File: src/rtl/fetch_pkg.sv
// fetch_pkg: shared types and constants for the fetch sequencer.
//   fetch_state_e : REQ (issue request), WAIT (request outstanding),
//                   HOLD (instruction presented to decode)
//   ADDR_W / INSTR_W / INSTR_BYTES : address width, instruction width, pc step
//   align_addr()  : forces a redirect target onto an instruction boundary
package fetch_pkg;
  localparam int ADDR_W      = 32;
  localparam int INSTR_W     = 32;
  localparam int INSTR_BYTES = 4;

  typedef enum logic [1:0] {
    ST_REQ  = 2'd0,
    ST_WAIT = 2'd1,
    ST_HOLD = 2'd2
  } fetch_state_e;

  function automatic logic [ADDR_W-1:0] align_addr(input logic [ADDR_W-1:0] a);
    return {a[ADDR_W-1:2], 2'b00};
  endfunction
endpackage

File: src/rtl/fetch_perf_counter.sv
// fetch_perf_counter: saturating event counter with synchronous clear.
//   clk     : clock
//   i_clr   : synchronous clear (wins over i_inc)
//   i_inc   : count one event this cycle
//   o_count : current count, sticks at all-ones
module fetch_perf_counter #(
  parameter int W = 32
) (
  input  logic         clk,
  input  logic         i_clr,
  input  logic         i_inc,
  output logic [W-1:0] o_count
);
  logic [W-1:0] r_count;

  always_ff @(posedge clk) begin
    if (i_clr) begin
      r_count <= '0;
    end else if (i_inc && (r_count != '1)) begin
      r_count <= r_count + W'(1);
    end
  end

  assign o_count = r_count;
endmodule

File: src/rtl/fetch_sequencer.sv
// fetch_sequencer: single-outstanding instruction fetch sequencer.
//   clk, rst                        : clock, synchronous active-high reset
//   branch_taken, branch_target     : redirect from execute (highest priority)
//   stall                           : freezes request issue and handoff
//   mem_req_valid/ready/addr        : instruction memory request
//   mem_rsp_valid/data              : one response per accepted request
//   pc                              : current fetch pc (== mem_req_addr)
//   instruction/instr_pc/instr_valid/instr_ready : handoff to decode
//   dbg_state                       : current FSM state (fetch_state_e encoding)
// Optional build macro FETCH_SEQ_PERF_EN adds perf_fetch_cnt / perf_flush_cnt.
//
// Handshakes: a transfer happens on a rising edge where valid and ready are
// both high; the mem request is only valid in REQ, the instruction only in HOLD,
// and neither payload changes while its valid is high and not yet accepted
// (except on branch_taken, which flushes).
module fetch_sequencer
  import fetch_pkg::*;
#(
  parameter logic [ADDR_W-1:0] RESET_PC = 32'h0000_0000
) (
  input  logic               clk,
  input  logic               rst,
  input  logic               branch_taken,
  input  logic [ADDR_W-1:0]  branch_target,
  input  logic               stall,
  output logic               mem_req_valid,
  input  logic               mem_req_ready,
  output logic [ADDR_W-1:0]  mem_req_addr,
  input  logic               mem_rsp_valid,
  input  logic [INSTR_W-1:0] mem_rsp_data,
  output logic [ADDR_W-1:0]  pc,
  output logic [INSTR_W-1:0] instruction,
  output logic [ADDR_W-1:0]  instr_pc,
  output logic               instr_valid,
  input  logic               instr_ready,
`ifdef FETCH_SEQ_PERF_EN
  output logic [31:0]        perf_fetch_cnt,
  output logic [31:0]        perf_flush_cnt,
`endif
  output logic [1:0]         dbg_state
);
  fetch_state_e       r_state, w_state_nxt;
  logic [ADDR_W-1:0]  r_pc, w_pc_nxt;
  logic [INSTR_W-1:0] r_instr, w_instr_nxt;
  logic [ADDR_W-1:0]  r_instr_pc, w_instr_pc_nxt;
  logic               r_instr_valid, w_instr_valid_nxt;
  // Set when the outstanding request belongs to a flushed path.
  logic               r_discard, w_discard_nxt;
  logic               w_req_valid;
  logic               w_handshake;

  assign w_req_valid = (r_state == ST_REQ) && !stall && !rst;
  assign w_handshake = w_req_valid && mem_req_ready;

  always_comb begin
    w_state_nxt       = r_state;
    w_pc_nxt          = r_pc;
    w_instr_nxt       = r_instr;
    w_instr_pc_nxt    = r_instr_pc;
    w_instr_valid_nxt = r_instr_valid;
    w_discard_nxt     = r_discard;
    if (branch_taken) begin
      w_pc_nxt          = align_addr(branch_target);
      w_instr_valid_nxt = 1'b0;
      case (r_state)
        ST_REQ: begin
          // The request still goes out; its response must be thrown away.
          if (w_handshake) begin
            w_state_nxt   = ST_WAIT;
            w_discard_nxt = 1'b1;
          end
        end
        ST_WAIT: begin
          if (mem_rsp_valid) begin
            w_state_nxt   = ST_REQ;
            w_discard_nxt = 1'b0;
          end else begin
            w_discard_nxt = 1'b1;
          end
        end
        default: w_state_nxt = ST_REQ;
      endcase
    end else begin
      case (r_state)
        ST_REQ: begin
          if (w_handshake) w_state_nxt = ST_WAIT;
        end
        ST_WAIT: begin
          if (mem_rsp_valid) begin
            if (r_discard) begin
              w_state_nxt   = ST_REQ;
              w_discard_nxt = 1'b0;
            end else begin
              w_instr_nxt       = mem_rsp_data;
              w_instr_pc_nxt    = r_pc;
              w_instr_valid_nxt = 1'b1;
              w_pc_nxt          = r_pc + ADDR_W'(INSTR_BYTES);
              w_state_nxt       = ST_HOLD;
            end
          end
        end
        ST_HOLD: begin
          if (instr_ready && !stall) begin
            w_instr_valid_nxt = 1'b0;
            w_state_nxt       = ST_REQ;
          end
        end
        default: w_state_nxt = ST_REQ;
      endcase
    end
  end

  always_ff @(posedge clk) begin
    if (rst) begin
      r_state       <= ST_REQ;
      r_pc          <= RESET_PC;
      r_instr       <= '0;
      r_instr_pc    <= '0;
      r_instr_valid <= 1'b0;
      r_discard     <= 1'b0;
    end else begin
      r_state       <= w_state_nxt;
      r_pc          <= w_pc_nxt;
      r_instr       <= w_instr_nxt;
      r_instr_pc    <= w_instr_pc_nxt;
      r_instr_valid <= w_instr_valid_nxt;
      r_discard     <= w_discard_nxt;
    end
  end

  assign mem_req_valid = w_req_valid;
  assign mem_req_addr  = r_pc;
  assign pc            = r_pc;
  assign instruction   = r_instr;
  assign instr_pc      = r_instr_pc;
  assign instr_valid   = r_instr_valid;
  assign dbg_state     = r_state;

`ifdef FETCH_SEQ_PERF_EN
  logic w_flush_evt;
  assign w_flush_evt = branch_taken && !rst;

  fetch_perf_counter #(.W(32)) u_perf_fetch (
    .clk     (clk),
    .i_clr   (rst),
    .i_inc   (w_handshake),
    .o_count (perf_fetch_cnt)
  );

  fetch_perf_counter #(.W(32)) u_perf_flush (
    .clk     (clk),
    .i_clr   (rst),
    .i_inc   (w_flush_evt),
    .o_count (perf_flush_cnt)
  );
`endif
endmodule

File: config.mk
export PLATFORM = sky130hd
export DESIGN_NAME = fetch_sequencer
export DESIGN_NICKNAME = d
export VERILOG_FILES = /design/src/rtl/fetch_pkg.sv /design/src/rtl/fetch_perf_counter.sv /design/src/rtl/fetch_sequencer.sv
export SDC_FILE = /design/constraint.sdc
export NUM_CORES = 1
export LEC_CHECK = 0
export BUFFER_PORTS_ARGS = -buffer_cell sky130_fd_sc_hd__buf_2
export CAP_MARGIN = 0
export CORE_AREA = 2 2 111 113
export DETAILED_ROUTE_END_ITERATION = 10
export DIE_AREA = 0 0 113 115
export PLACE_DENSITY = 0.66
export SYNTH_ARGS = -nofsm -noshare
export SYNTH_HDL_FRONTEND = slang
export SYNTH_SLANG_ARGS = --single-unit
File: constraint.sdc
create_clock -name clk -period 3.6 [get_ports clk]
set_input_delay 0.18 -clock clk [delete_from_list [all_inputs] [get_ports clk]]
set_output_delay 0.18 -clock clk [all_outputs]
set_load 0.02 [all_outputs]
==> metrics list <==
- The tool flagged a number of max-cap violations equal to 0.
* Number of buffers on the longest clock path: 2
- DRC marker count from the first detailed-route iteration: 201
* Post-CTS clock slew at the launch and capture registers of the worst setup and hold paths: 70 ps
- The clock arrives with 6.36 ps of skew.
- Global-route usage over all layers: 18.5%
- Setup-failing EPs final: 0
- At the pin with the least slew margin, the transition time is 1060 ps.
- The design draws 2.36 mW.
- After technology mapping, the gate count stands at 550.
- The largest single stage delay on the critical path is 600 ps.
* Max FO, Critical Path: 16
- Total overflow reported by the global router: 0
* Post-Synthesis Cell Area: 4370 sq um
* Number of vias per cell after detailed routing: 5.10
* DRC: 11
- Following the worst setup path forward leads to its endpoint at mem_req_addr[27].
* Async set-reset flop share out of synthesis: 0%
- The setup check on the worst reg-to-reg path leaves a slack of 1010 ps.
* Placer Congestion: 0.851
* Wire length per cell after detailed routing: 14.8 microns
- Startpoint types: flip-flop
* Ant. Diodes: 0
- The synthesized design contains 0 enable-type register cells.
* Synth Flop Type: dfxtp_1
- Yosys printed 0 warnings.
- Total power density per cell area: 434 nW/um^2
* Count of state elements after synthesis: 96
* Post-synthesis sequential area ratio: 44.0%
- The die covers 13,000 sq um.
- For the final routed database, the setup TNS stands at 0 ps.
* Result of the run: finished, violations left
- Setup repair after global routing left no endpoint under its margin.
- The clock reaches the later pin of the worst-skew pair after 350 ps.
* Largest net degree at the start of global routing: 58
* Final critical-path setup slack: 1010 ps
* Kind of end point of the critical path: flip-flop
- Part of the cycle the worst path needs: 71.9%
* Arrival time worst endpoint: 2840 ps
- Once detailed placement completed, the half-perimeter wirelength came to 8880 microns.
- Layout Nets: 763
- The H-tree generated during clock tree synthesis spans 3 levels.
- The pre-antenna-repair detailed-routing pass consisted of 8 iterations.
* Sequential cell area: 1920 sq um
- Among all stages on the critical path, the largest delay is contributed by or4_1.
* Clock tree from TritonCTS: done
* Worst setup path start: dbg_state[0]
- At the worst endpoint, the required time is 3850 ps.
* Routing usage on met3: 4.59%
* Multiplexer fraction of the synthesized cell area: 0%
- By area, the combinational part of the netlist is dominated by simple AND/OR/NAND/NOR gates.
- The layer flagged by global routing as most heavily used is met2.
- Ratio of cells with drive above 1 in the final layout: 31.3%
* Clock root buffer: clkbuf_16
- Of the total synthesized cell area, the portion taken by XOR and XNOR cells is 1.40%.
- After Yosys synthesis, full adders, half adders and majority gates account for 0.287% of the synthesized area.
* Sinks on Clock Net: 96
- Number of antenna violations at the first check in global routing: 0
- The first global-routing pass estimated 19,200 microns of wire.
- Average footprint of a synthesized cell: 7.94 sq um
* Type of the worst min-delay path: in -> reg
- Once the clock tree was built, the resizer swapped 0 gates to a different size.
- The die is 115 microns tall.
- Derived from the worst setup path, the maximum achievable clock frequency is 387 MHz.
- After Yosys synthesis, and, or, nand and nor cells account for 25.1% of the synthesized area.
- Buffer count from post-CTS setup fixing: 0
- R2r worst-path depth: 4
- Hold-fix buffer count after cts: 0
* Met1 track utilization from global routing: 24.7%
- The floorplan step set the die width to 113 microns.
- Netlist cell types: 48
- Prior to clock tree synthesis, the placed netlist has a worst setup slack of 1020 ps.
- The number of slew-limit violations in the final report was 0.
* Synthesized-area fraction occupied by ao, oa, aoi and oai cells: 18.4%
- During placement, the flow inserted port buffers numbering 194.
* Aggregate routed wire length: 12,500 microns
* Combined area of the multi-input logic cells: 2000 sq um
- Antenna violation net count after detailed routing: 0
- Endpoint of the worst-slack reg-to-reg timing path: mem_req_addr[27]
- The number of hold violations in the final report was 0.
- Core outline area: 11,800 sq um
- The worst setup path is of the reg -> reg kind.
- Detailed routing inserted a total of 4,303 vias.
- Worst flop-to-flop path startpoint: dbg_state[0]
- Area added between synthesis and finish: 24.6%
- In this run the tightest slew margin relative to its limit is 29.4%.
- I/O pin count: 203
- Vias in the first global route: 3,794
- Fillers: 1,179
- Failing checks: DRC
* Ordered cell list for the critical path: and4bb_1 -> nand4_1 -> or4_1 -> a311oi_1
- Max rail drop VDD: 0.192 mV
- Shortest clock period the worst path allows after layout: 2590 ps
- Initial cell density of the core: 37.0%
* Met2 track utilization from global routing: 29.7%
- Num CTS Buffers: 9
- The initialized floorplan defines 40 standard-cell rows.
* Standby leakage power: 2.34 nW
[through the flow]
step / instance area (sq um) / utilization (%) / instances / hold WS, ps
floorplan: 4390 / - / 555 / 300
global placement: 5150 / 43.6 / 827 / 417
detailed placement: 5150 / 43.6 / 827 / 417
CTS: 5440 / 46.1 / 843 / 52.8
global route: 5440 / 46.1 / 843 / 65.8
finish: 5440 / 46.1 / 843 / 61.6
[cells by family (layout without fill, tap and decap cells)]
logic type,count (synthesis),after routing
XOR/XNOR,7,7
other,1,6
adder cells (fa/ha/maj),1,1
flip-flops,96,96
buffers and inverters,84,225
AO/OA/AOI/OAI,127,127
AND/OR/NAND/NOR,234,234
[final cells by class]
class | count | area share (%)
clock buffers | 14 | 5.04
clock inverters | 2 | 0.230
well taps | 147 | 3.38
repair buffers | 198 | 18.4
flip-flops and latches | 96 | 35.3
inverters | 11 | 0.759
multi-input cells | 375 | 36.8
[state kept, by name, indices dropped and copies added, names as in the netlist]
name and flops:
mem_req_addr 30, instr_valid 1, dbg_state 2, r_discard 1, instruction 32, instr_pc 30
[where the power goes]
part | total, mW | internal, mW | switching, mW
registers | 1.15 | 1.10 | 0.0564
clock network | 0.921 | 0.525 | 0.396
logic | 0.287 | 0.104 | 0.183
total | 2.36 | 1.73 | 0.636
[cells in the final DEF (no fill, tap or decap), types with 6 or more instances in the layout]
master / synthesis / final
buf_2: 1 / 193
nand2_1: 139 / 138
dfxtp_1: 96 / 96
a21oi_1: 66 / 66
nor2_1: 25 / 24
a311oi_1: 15 / 15
nand4_1: 14 / 14
inv_1: 11 / 11
o21ai_0: 9 / 9
a211oi_1: 9 / 9
clkbuf_16: 0 / 9
or4_1: 8 / 8
o31ai_1: 8 / 8
nand3_1: 8 / 8
and4_1: 6 / 6
conb_1: 1 / 6
[worst min path at each step]
stage | start | endpoint | slack, ps | depth (start not counted)
2_1_floorplan | mem_rsp_valid | r_discard | 300 | 1
3_3_place_gp | branch_target[31] | mem_req_addr[31] | 420 | 3
3_5_place_dp | branch_target[31] | mem_req_addr[31] | 420 | 3
4_1_cts | branch_target[31] | mem_req_addr[31] | 50 | 3
5_1_grt | mem_rsp_data[31] | instruction[31] | 70 | 3
6_report | branch_target[31] | mem_req_addr[31] | 60 | 3
[Yosys cell counts (2+ instances only)]
library cell | number | share of area (%)
buf_4 | 37 | 6.4
and4_1 | 6 | 1.2
or3_1 | 5 | 0.72
and2_1 | 4 | 0.57
and3_1 | 3 | 0.43
a21o_1 | 2 | 0.34
o31a_1 | 2 | 0.40
a21oi_1 | 66 | 7.6
a211oi_1 | 9 | 1.5
nand4_1 | 14 | 2.0
nor3_1 | 5 | 0.57
or4_1 | 8 | 1.4
o21ai_0 | 9 | 1.0
buf_1 | 2 | 0.17
a2111oi_0 | 3 | 0.60
a31oi_1 | 2 | 0.29
o31ai_1 | 8 | 1.4
nand3_1 | 8 | 0.92
o211ai_1 | 2 | 0.34
nor2_1 | 25 | 2.1
nand2_1 | 139 | 12
nor3b_1 | 3 | 0.52
nor2b_1 | 4 | 0.57
xor2_1 | 3 | 0.60
dfxtp_1 | 96 | 44
nor4_1 | 5 | 0.72
a311oi_1 | 15 | 3.0
clkbuf_1 | 31 | 2.7
xnor2_1 | 4 | 0.80
buf_6 | 2 | 0.52
inv_1 | 11 | 0.95
[critical path, delay by kind of cell (launching register included)]
family           cells  cell delay, ps
AND/OR/NAND/NOR      3            1720
AO/OA/AOI/OAI        1             260
flip-flops           1             500
[routing by layer]
metal	part of all wire (%)	routed length, microns	up-vias
met3	5.7	718	16
met1	45	5630	1992
met2	48	5980	128
li1	-	-	2167
met5	0	0	-
met4	1.4	176	0
(Power assumes the default switching activity.)
